--- config.mk ---
export PLATFORM = sky130hd
export DESIGN_NAME = fifo_buf
export DESIGN_NICKNAME = d
export VERILOG_FILES = /design/src/rtl/lib_pkg.sv /design/src/rtl/wrap_ctr.sv /design/src/rtl/fifo_buf.sv
export SDC_FILE = /design/constraint.sdc
export NUM_CORES = 1
export LEC_CHECK = 0
export BUFFER_PORTS_ARGS = -buffer_cell sky130_fd_sc_hd__buf_2
export CORE_AREA = 10 10 72 98
export CTS_CLUSTER_DIAMETER = 200
export DETAILED_ROUTE_END_ITERATION = 8
export DIE_AREA = 0 0 82 108
export SYNTH_ARGS = -nofsm -noshare
export SYNTH_HDL_FRONTEND = slang
export SYNTH_SLANG_ARGS = --single-unit
--- constraint.sdc ---
create_clock -name clk -period 2.6 [get_ports clk]
set_input_delay 0.26 -clock clk [delete_from_list [all_inputs] [get_ports clk]]
set_output_delay 0.26 -clock clk [all_outputs]
set_load 0.03 [all_outputs]
--- src/rtl/lib_pkg.sv ---
// Shared helpers for the buffer family: pointer-width arithmetic and a common pointer type.
package lib_pkg;

    localparam int PTR_W_MAX = 16;

    typedef logic [PTR_W_MAX-1:0] ptr_t;

    // Bits needed to index n distinct values (at least one bit).
    function automatic int clog2_ceil(input int n);
        int w;
        w = 1;
        while ((1 << w) < n) begin
            w = w + 1;
        end
        return w;
    endfunction

endpackage

--- src/rtl/wrap_ctr.sv ---
// Enable-gated modulo-MAX counter with synchronous clear; used for the FIFO read/write pointers.
module wrap_ctr
    import lib_pkg::*;
#(
    parameter int MAX = 4,
    localparam int W = clog2_ceil(MAX)
) (
    input  logic         clk,
    input  logic         reset,
    input  logic         clear,
    input  logic         en,
    output logic [W-1:0] value
);

    localparam logic [W-1:0] LAST = W'(MAX - 1);

    always_ff @(posedge clk or posedge reset) begin
        if (reset) begin
            value <= '0;
        end else if (clear) begin
            value <= '0;
        end else if (en) begin
            value <= (value == LAST) ? '0 : value + W'(1);
        end
    end

endmodule

--- src/rtl/fifo_buf.sv ---
// Synchronous first-word-fall-through FIFO with valid/ready on both sides.
// Optional synchronous flush input is built in when FIFO_FLUSH_EN is defined.
module fifo_buf
    import lib_pkg::*;
#(
    parameter int WIDTH = 8,
    parameter int DEPTH = 4
) (
    input  logic                       clk,
    input  logic                       reset,
    input  logic                       in_valid,
    output logic                       in_ready,
    input  logic [WIDTH-1:0]           in_data,
    output logic                       out_valid,
    input  logic                       out_ready,
    output logic [WIDTH-1:0]           out_data,
    output logic [$clog2(DEPTH+1)-1:0] count
`ifdef FIFO_FLUSH_EN
    ,
    input  logic                       flush
`endif
);

    localparam int PTR_W = clog2_ceil(DEPTH);
    localparam int CW    = $clog2(DEPTH + 1);

    logic [WIDTH-1:0] mem [DEPTH];
    logic [PTR_W-1:0] wr_ptr;
    logic [PTR_W-1:0] rd_ptr;
    logic             push;
    logic             pop;
    logic             flush_i;

`ifdef FIFO_FLUSH_EN
    assign flush_i = flush;
`else
    assign flush_i = 1'b0;
`endif

    // Handshake flags come only from the occupancy register, never from the partner's valid/ready.
    assign in_ready  = (count != CW'(DEPTH));
    assign out_valid = (count != '0);
    assign push      = in_valid & in_ready;
    assign pop       = out_valid & out_ready;
    assign out_data  = out_valid ? mem[rd_ptr] : '0;

    wrap_ctr #(.MAX(DEPTH)) u_wr_ptr (
        .clk   (clk),
        .reset (reset),
        .clear (flush_i),
        .en    (push),
        .value (wr_ptr)
    );

    wrap_ctr #(.MAX(DEPTH)) u_rd_ptr (
        .clk   (clk),
        .reset (reset),
        .clear (flush_i),
        .en    (pop),
        .value (rd_ptr)
    );

    // Storage is deliberately left unreset; count gates what is visible.
    always_ff @(posedge clk) begin
        if (push && !flush_i) begin
            mem[wr_ptr] <= in_data;
        end
    end

    always_ff @(posedge clk or posedge reset) begin
        if (reset) begin
            count <= '0;
        end else if (flush_i) begin
            count <= '0;
        end else if (push && !pop) begin
            count <= count + CW'(1);
        end else if (pop && !push) begin
            count <= count - CW'(1);
        end
    end

endmodule

==> results of run 1 <==
[worst max path at each step]
stage | from | end | slack [ps]
floorplan | count[1] | count[2] | 390
global placement | count[1] | count[2] | 380
detailed placement | count[0] | count[2] | 270
CTS | count[1] | count[2] | 220
global route | count[1] | count[2] | 110
finish | count[1] | count[2] | 250
[placed cells by master (no fill, tap or decap), drive strengths merged]
| cell | Yosys | layout |
|---|---|---|
| or3 | 1 | 1 |
| xor2 | 2 | 2 |
| dfrtp | 7 | 7 |
| mux2 | 5 | 5 |
| inv | 4 | 4 |
| dlygate4sd3 | 0 | 1 |
| and2 | 12 | 12 |
| a21boi | 1 | 1 |
| edfxtp | 32 | 32 |
| nand2 | 2 | 2 |
| clkbuf | 1 | 6 |
| clkinv | 0 | 2 |
| ha | 6 | 6 |
| fa | 1 | 1 |
| mux4 | 8 | 8 |
| nor2 | 4 | 4 |
| buf | 2 | 24 |
| xnor2 | 1 | 1 |
[cell families after synthesis]
kind of cell,after synthesis,synth area share
xor gates and xnor gates,3,0.0158
AOI/OAI and AO/OA,1,0.00676
muxes,13,0.146
and+or+nand+nor,19,0.0668
buffers and inverters,7,0.0255
adders and majority gates,7,0.0571
DFF,39,0.682
[critical path, cell delays in order (launching register included)]
cell and delay [ps]:
dfrtp_1 430, or3_1 580, nand2_4 170, ha_1 210, inv_1 70, fa_1 380
xor2_1 150, nor2_1 120, xor2_1 160
[layout make-up]
type | count | area share
Clock buffer | 6 | 0.0375
Clock inverter | 2 | 0.00388
Inverter | 4 | 0.00776
Multi-Input combinational cell | 43 | 0.252
Sequential cell | 39 | 0.587
Tap cell | 68 | 0.0440
Timing Repair Buffer | 25 | 0.0673
[layer usage]
metal | global-route usage | vias up | part of all wire
li1 | - | 386 | -
met1 | 0.0688 | 401 | 0.37
met2 | 0.123 | 20 | 0.56
met4 | 0.0329 | 0 | 0.016
met3 | 0.0324 | 6 | 0.054
met5 | 0 | - | 0
[state kept, by name, summed over array words and instances, names as in the netlist]
name            flops
u_wr_ptr.value      2
mem                32
count               3
u_rd_ptr.value      2
[per-stage QoR]
step | area [um^2] | util | hold WS, ps | total power, mW | instances
global placement | 1840 | 0.344 | 191 | 1.98 | 178
detailed placement | 1840 | 0.344 | 202 | 2.02 | 178
finish | 1930 | 0.361 | 190 | 2.35 | 187
floorplan | 1670 | - | 63.4 | 1.76 | 89
global route | 1930 | 0.361 | 176 | 2.51 | 187
CTS | 1930 | 0.361 | 179 | 2.40 | 187
[power groups by stage]
stage	clock [mW]	sequential, mW	combinational (mW)
after floorplan	0	0.974	0.787
after global placement	0	1.00	0.977
after detailed placement	0	1.02	1.00
after CTS	0.387	1.01	1.00
after global routing	0.418	1.03	1.07
final	0.373	0.996	0.979
[timing repair]
item	in CTS	in global routing
endpoints found under the hold margin	7	0
resized for setup	0	0
hold buffers	1	0
==> flow_summary.toml, run 1 <==
[status]
run_status = "completed"

[pwr]
power_switching_mw = 0.899
p_per_area_mw_per_mm2 = 1210
p_sw_frac = 0.383
internal_power_mw = 1.45
seqPwrFrac = 0.424
ir_drop_mv = 0.756
power_frac_comb = 0.417
p_leak_nw = 0.726
clockPowerShare = 0.159

[synth]
ys_seq_area_frac = 0.682
synth_area_leaders = "edfxtp_1, mux4_2, dfrtp_1"
synthesis.area_mm2 = 0.00167
synth_edf_count = 32
synthTopCellsByCount = "edfxtp_1, and2_1, mux4_2"
synth_cells = 89
postSynthAreaPerCell_um2 = 18.7
synth_seq_cells = 39
async_flop_share = 0.179
yosys_warnings = 0
syn_nets = 108
synth_top_cell_area_share = 0.577
yosysUniqueCellTypes = 18
synthFlopType = "edfxtp_1"
yosysMostFrequentCell = "edfxtp_1"
synth_area_leader_cell = "edfxtp_1"

[timing]
worst_pin_slew_ps = 608
hold_violations = 0
final.min_clock_period_ps = 2350
maxSlewViolCount = 0
max_slew_margin = 0.595
layout_setup_ws_ps = 250
finClkSkew_ps = 6.37
max_freq_mhz = 426
fin_crit_sh = 0.904
tns_ps = 0
rsz0062_at_grt = "no"
finalSetupViolations = 0

[layout]
seqCellArea_mm2 = 0.00114
area_delta_synth_final_pct = 16.1
multi_input_area_um2 = 488
n_fill_cell = 532
drive_gt1_frac = 0.370
final_nets = 137
diodes = 0

[grt]
grt_pass1_wl_mm = 4.59
grt_pass1_vias = 912
grt_max_degree = 12
antenna_found_initial = 0
grt_overflow_total = 0
grt_usage = 0.0708

[floorplan]
die-area_mm2 = 0.00886
fp.dieH_um = 108
boundaryPins = 25
die_x_um = 82
core-area_mm2 = 0.00537
num_rows = 32
start_util = 0.311

[hold_path]
hold_path_depth = 1
worstHoldStart = "in_data[1]"
hp-class = "input port to flip-flop"
holdPathEnd = "mem[0][1]"

[critical_path]
arrival_ps = 2560
criticalPathCategory = "flip-flop to flip-flop"
reg2reg_depth = 8
r2r_setup_slack_ps = 250
startpoint_type = "flip-flop"
reg2reg_from = "count[1]"
crit_fanout = 10
r2r_end = "count[2]"
required_ps = 2810
end_kind = "flip-flop"

[drt]
drt_iter0_markers = 18
drc_errors = 0
wl_mm = 2.82
drt-pass1-iter-count = 4
viasPerCell = 4.35
final_antenna_net_count = 0
wire_per_inst_um = 15.1
vias = 813

[clock_network]
cts_buffer_depth = 2
cts_sinks = 39
clkSlewWorstSetupHoldPaths_ps = 70
numCtsBuffers = 5
clockRootBuffer = "clkbuf_8"
cts_tree = "built"
clock_latency_ps = 290
post_cts_buffers = 0
htree_levels = 2

[placed_design]
dp_slack_ps = 275
place_congestion = 0.681
portBuffers = 24
dp_hpwl_mm = 2.07

[flow_run]
maxCapViolations = 0
Note: power is estimated with default switching activity, not from simulation.
==> run 2, diff against run 1 <==
--- a/config.mk
+++ b/config.mk
@@ -5,11 +5,12 @@
 export SDC_FILE = /design/constraint.sdc
 export NUM_CORES = 1
 export LEC_CHECK = 0
+export ABC_AREA = 1
 export BUFFER_PORTS_ARGS = -buffer_cell sky130_fd_sc_hd__buf_2
-export CORE_AREA = 10 10 72 98
+export CORE_AREA = 10 10 74 101
 export CTS_CLUSTER_DIAMETER = 200
 export DETAILED_ROUTE_END_ITERATION = 8
-export DIE_AREA = 0 0 82 108
+export DIE_AREA = 0 0 84 111
 export SYNTH_ARGS = -nofsm -noshare
 export SYNTH_HDL_FRONTEND = slang
 export SYNTH_SLANG_ARGS = --single-unit
==> flow_summary.toml, run 2 <==
[synth]
synthFlopType = "edfxtp_1"
synth_area_leader_cell = "edfxtp_1"
yosys_warnings = 0
yosysMostFrequentCell = "inv_1"
synth_top_cell_area_share = 0.527
synth_edf_count = 32
ys_seq_area_frac = 0.623
synthesis.area_mm2 = 0.00182
yosysUniqueCellTypes = 18
postSynthAreaPerCell_um2 = 9.91
synthTopCellsByCount = "inv_1, nand2_1, edfxtp_1"
synth_area_leaders = "edfxtp_1, inv_1, dfrtp_1"
syn_nets = 203
synth_seq_cells = 39
async_flop_share = 0.179
synth_cells = 184

[layout]
final_common_cell = "inv_1"
top_regs = "mem x32, count x3"
top_register = "mem"
final_area_mm2 = 0.00216
n_fill_cell = 566
area_delta_synth_final_pct = 18.5
largest_reg_flops = 32
diodes = 0
final_cell_mix = "inv_1, nand2_1, edfxtp_1, buf_2, nand3_1"
seqCellArea_mm2 = 0.00114
final_nets = 236
multi_input_area_um2 = 468
drive_gt1_frac = 0.188

[timing]
finalSetupViolations = 0
tns_ps = 0
hold_violations = 0
max_freq_mhz = 503
worst_pin_slew_ps = 456
final.min_clock_period_ps = 1990
maxSlewViolCount = 0
fin_crit_sh = 0.765
finClkSkew_ps = 5.90
max_slew_margin = 0.696
rsz0062_at_grt = "no"

[drt]
viasPerCell = 4.24
wl_mm = 3.45
drt_iter0_markers = 48
drt-pass1-iter-count = 4
final_antenna_net_count = 0
vias = 1222
drc_errors = 0
wire_per_inst_um = 12.0

[clock_network]
cts_sinks = 39
holdBufCountCts = 1
clkSlewWorstSetupHoldPaths_ps = 80
post_cts_buffers = 0
clockRootBuffer = "clkbuf_8"
numCtsBuffers = 5
cts_buffer_depth = 2
htree_levels = 2
cts_tree = "built"
cts-resized-gates = 0
clock_latency_ps = 290

[grt]
grt_overflow_total = 0
antenna_found_initial = 0
grt_pass1_wl_mm = 5.89
grt_pass1_vias = 1227
grt_max_degree = 20
grt_usage = 0.0795

[floorplan]
boundaryPins = 25
num_rows = 33
die-area_mm2 = 0.00932
core-area_mm2 = 0.00570
fp.dieH_um = 111
die_x_um = 84
start_util = 0.320

[pwr]
p_leak_nw = 1.04
power_mw = 2.62
p_per_area_mw_per_mm2 = 1210
ir_drop_mv = 0.311

[flow_run]
maxCapViolations = 0

[status]
run_status = "completed"

[critical_path]
cp_slowest_cell = "dfrtp_1"
path_cells = "inv_1 -> nand3_1 -> a21oi_1 -> buf_2"
end_kind = "primary output"
arrival_ps = 1730
criticalPathCategory = "flip-flop to primary output"
required_ps = 2340
crit_fanout = 11
startpoint_type = "flip-flop"
worst_path_largest_cell_delay_ps = 550

[hold_path]
hp-class = "input port to flip-flop"

[placed_design]
place_congestion = 0.840
portBuffers = 24
dp_hpwl_mm = 2.42
place_area_mm2 = 0.00204
run 2: through the flow:
stage | utilization | hold WS, ps | setup WS (ps) | cells
detailed placement | 0.357 | 209 | 714 | 279
floorplan | - | 63.4 | 378 | 184
CTS | 0.379 | 171 | 574 | 288
finish | 0.379 | 176 | 610 | 288
global placement | 0.357 | 207 | 802 | 279
global route | 0.379 | 176 | 521 | 288
run 2: report_power, final:
group,switching [mW],internal (mW),leakage [nW],total [mW]
Clock,0.212,0.289,0.0548,0.501
Combinational,0.815,0.362,0.611,1.18
Sequential,0.100,0.838,0.378,0.938
Total,1.13,1.49,1.04,2.62
run 2: layout make-up:
cell class	instances	share of cell area
Timing Repair Buffer	30	0.0776
Clock inverter	3	0.0214
Sequential cell	39	0.526
Tap cell	70	0.0405
Inverter	49	0.0863
Multi-Input combinational cell	92	0.217
Clock buffer	5	0.0318
run 2: path summary, 6_finish.rpt:
path	from	endpoint	slack [ps]	cells past startpoint
worst max-delay path	u_rd_ptr.value[1]	out_data[1]	610	4
worst min-delay path	in_data[6]	mem[3][6]	180	1
worst max register to register	count[0]	count[2]	710	11
worst min register to register	count[0]	count[0]	550	1
max in group asynchronous	reset	count[1]	1950	3
min in group asynchronous	reset	count[2]	440	3
run 2: per-layer routing:
layer / up-vias / global-route usage / routed length, um
met3: 9 / 0.0221 / 140
met1: 554 / 0.0736 / 1280
met5: - / 0 / 0
met2: 25 / 0.149 / 1910
met4: 0 / 0.0470 / 112
li1: 634 / - / -
run 2: cells by family after synthesis:
logic type      count (synthesis)  share of synthesized area
fa+ha+maj                       7                     0.0522
flops                          39                      0.623
buf+inv                        53                      0.120
xor+xnor                        1                    0.00481
simple gates                   73                      0.170
compound gates                 11                     0.0302
run 2: worst max-delay path: cells and delay by family (launching register included):
kind,cells,cell delay (ps)
flip-flops,1,550
AO/OA/AOI/OAI,1,200
buffers and inverters,2,560
AND/OR/NAND/NOR,1,120
==> run 3, diff against run 2 <==
==> constraint.sdc (replaced) <==
create_clock -name clk -period 2 [get_ports clk]
set_input_delay 0.2 -clock clk [delete_from_list [all_inputs] [get_ports clk]]
set_output_delay 0.2 -clock clk [all_outputs]
set_load 0.03 [all_outputs]
==> flow_summary.toml, run 3 (synthesized netlist as in run 2, its figures left out) <==
[critical_path]
end_kind = "flip-flop"
reg2reg_depth = 10
crit_fanout = 4
reg2reg_from = "count[0]"
startpoint_type = "flip-flop"
r2r_setup_slack_ps = 210
criticalPathCategory = "flip-flop to flip-flop"
r2r_end = "count[2]"
arrival_ps = 1970
required_ps = 2180

[pwr]
p_per_area_mw_per_mm2 = 1610
p_leak_nw = 1.06
ir_drop_mv = 0.524

[drt]
met1_length_mm = 1.42
drt-pass1-iter-count = 4
top_layer_used = "met4"
wire_per_inst_um = 12.1
wl_mm = 3.51
drc_errors = 0
drt_iter0_markers = 81
wl_met3_um = 96
met2WireLength_mm = 1.90
viasPerCell = 4.23
final_antenna_net_count = 0
vias = 1223

[floorplan]
die-area_mm2 = 0.00932
start_util = 0.320
die_x_um = 84
core-area_mm2 = 0.00570
num_rows = 33
boundaryPins = 25
fp.dieH_um = 111

[clock_network]
clockRootBuffer = "clkbuf_8"
clock_latency_ps = 290
cts_sinks = 39
htree_levels = 2
numCtsBuffers = 5
cts_tree = "built"
cts_buffer_depth = 2
cts-resized-gates = 0
clkSlewWorstSetupHoldPaths_ps = 80

[timing]
tns_ps = 0
worst_pin_slew_ps = 350
rsz0062_at_grt = "no"
max_freq_mhz = 559
fin_crit_sh = 0.894
finClkSkew_ps = 7.51
finalSetupViolations = 0
final.min_clock_period_ps = 1790
maxSlewViolCount = 0
max_slew_margin = 0.766
hold_violations = 0

[placed_design]
place_congestion = 0.739
place_area_mm2 = 0.00206
dp_hpwl_mm = 2.45
portBuffers = 24

[layout]
drive_gt1_frac = 0.205
diodes = 0
largest_reg_flops = 32
final_area_mm2 = 0.00220
top_register = "mem"
final_common_cell = "inv_1"
top_regs = "mem x32, count x3"
fin_util = 0.386
final_nets = 237
area_delta_synth_final_pct = 20.7
final_cell_mix = "inv_1, nand2_1, edfxtp_1, buf_2, nand3_1"

[grt]
grt_pass1_vias = 1245
grt_overflow_total = 0
grt_max_degree = 17
antenna_found_initial = 0
grt_pass1_wl_mm = 5.87
grt_usage = 0.0795

[hold_path]
worstHoldStart = "in_data[6]"
hp-class = "input port to flip-flop"
hold_path_depth = 1
holdPathEnd = "mem[3][6]"

[status]
run_status = "completed"

[flow_run]
maxCapViolations = 0
## run 3: cell types whose count changed in the layout (fill, tap and decap cells not counted)
cell,change
nand3_2,+2
nand2_2,+1
inv_6,-1
dfrtp_2,+1
buf_4,+1
nand3_1,-2
clkbuf_1,+1
nand2_1,-1
clkinvlp_4,-1
dfrtp_1,-1
bufinv_16,+1
## run 3: layout make-up
type / count / area, um^2
timing repair buffer: 31 / 175
tap: 70 / 87.6
inverter: 49 / 186
clock inverter: 2 / 60.1
multi-input combinational: 92 / 480
sequential: 39 / 1140
fill: 574 / 3500
clock buffer: 6 / 72.6
## run 3: worst max-delay path, cell delays in order, from the launching register on
cell and delay, ps:
dfrtp_2 440, inv_1 100, nand3_2 100, nand2_1 140
ha_1 180, inv_1 70, fa_1 380, nand2_1 100
nand3_1 70, nand2_1 60, nand2_1 40
## run 3: power by group
group          total [mW]  switching (mW)  internal (mW)
Sequential           1.20           0.104           1.09
Clock               0.760           0.261          0.498
Combinational        1.58            1.10          0.488
Total                3.54            1.46           2.08
## run 3: worst max path at each step
stage,startpoint,depth (start not counted),to,slack (ps)
2_1_floorplan,count[1],9,count[1],-10
3_5_place_dp,count[0],9,count[1],200
6_report,count[0],10,count[2],210
3_3_place_gp,count[0],10,count[2],240
5_1_grt,count[0],9,count[1],40
4_1_cts,count[0],10,count[2],200
## run 3: what timing repair did
action	in CTS	in global routing
hold endpoints to repair	7	0
hold buffers	1	0
setup buffers	0	0
## run 3: per-layer routing
layer | GRT usage | vias to the layer above
li1 | - | 639
met1 | 0.0783 | 561
met2 | 0.146 | 17
met3 | 0.0176 | 6
met4 | 0.0470 | 0
met5 | 0 | -
## run 3: through the flow
stage / std cells / worst slack [ps] / hold WS [ps] / power (mW)
floorplan: 184 / -14.4 / 3.33 / 2.38
global placement: 280 / 242 / 146 / 2.82
detailed placement: 280 / 198 / 145 / 2.83
CTS: 289 / 196 / 120 / 3.60
global route: 289 / 43.8 / 121 / 3.82
finish: 289 / 212 / 125 / 3.54
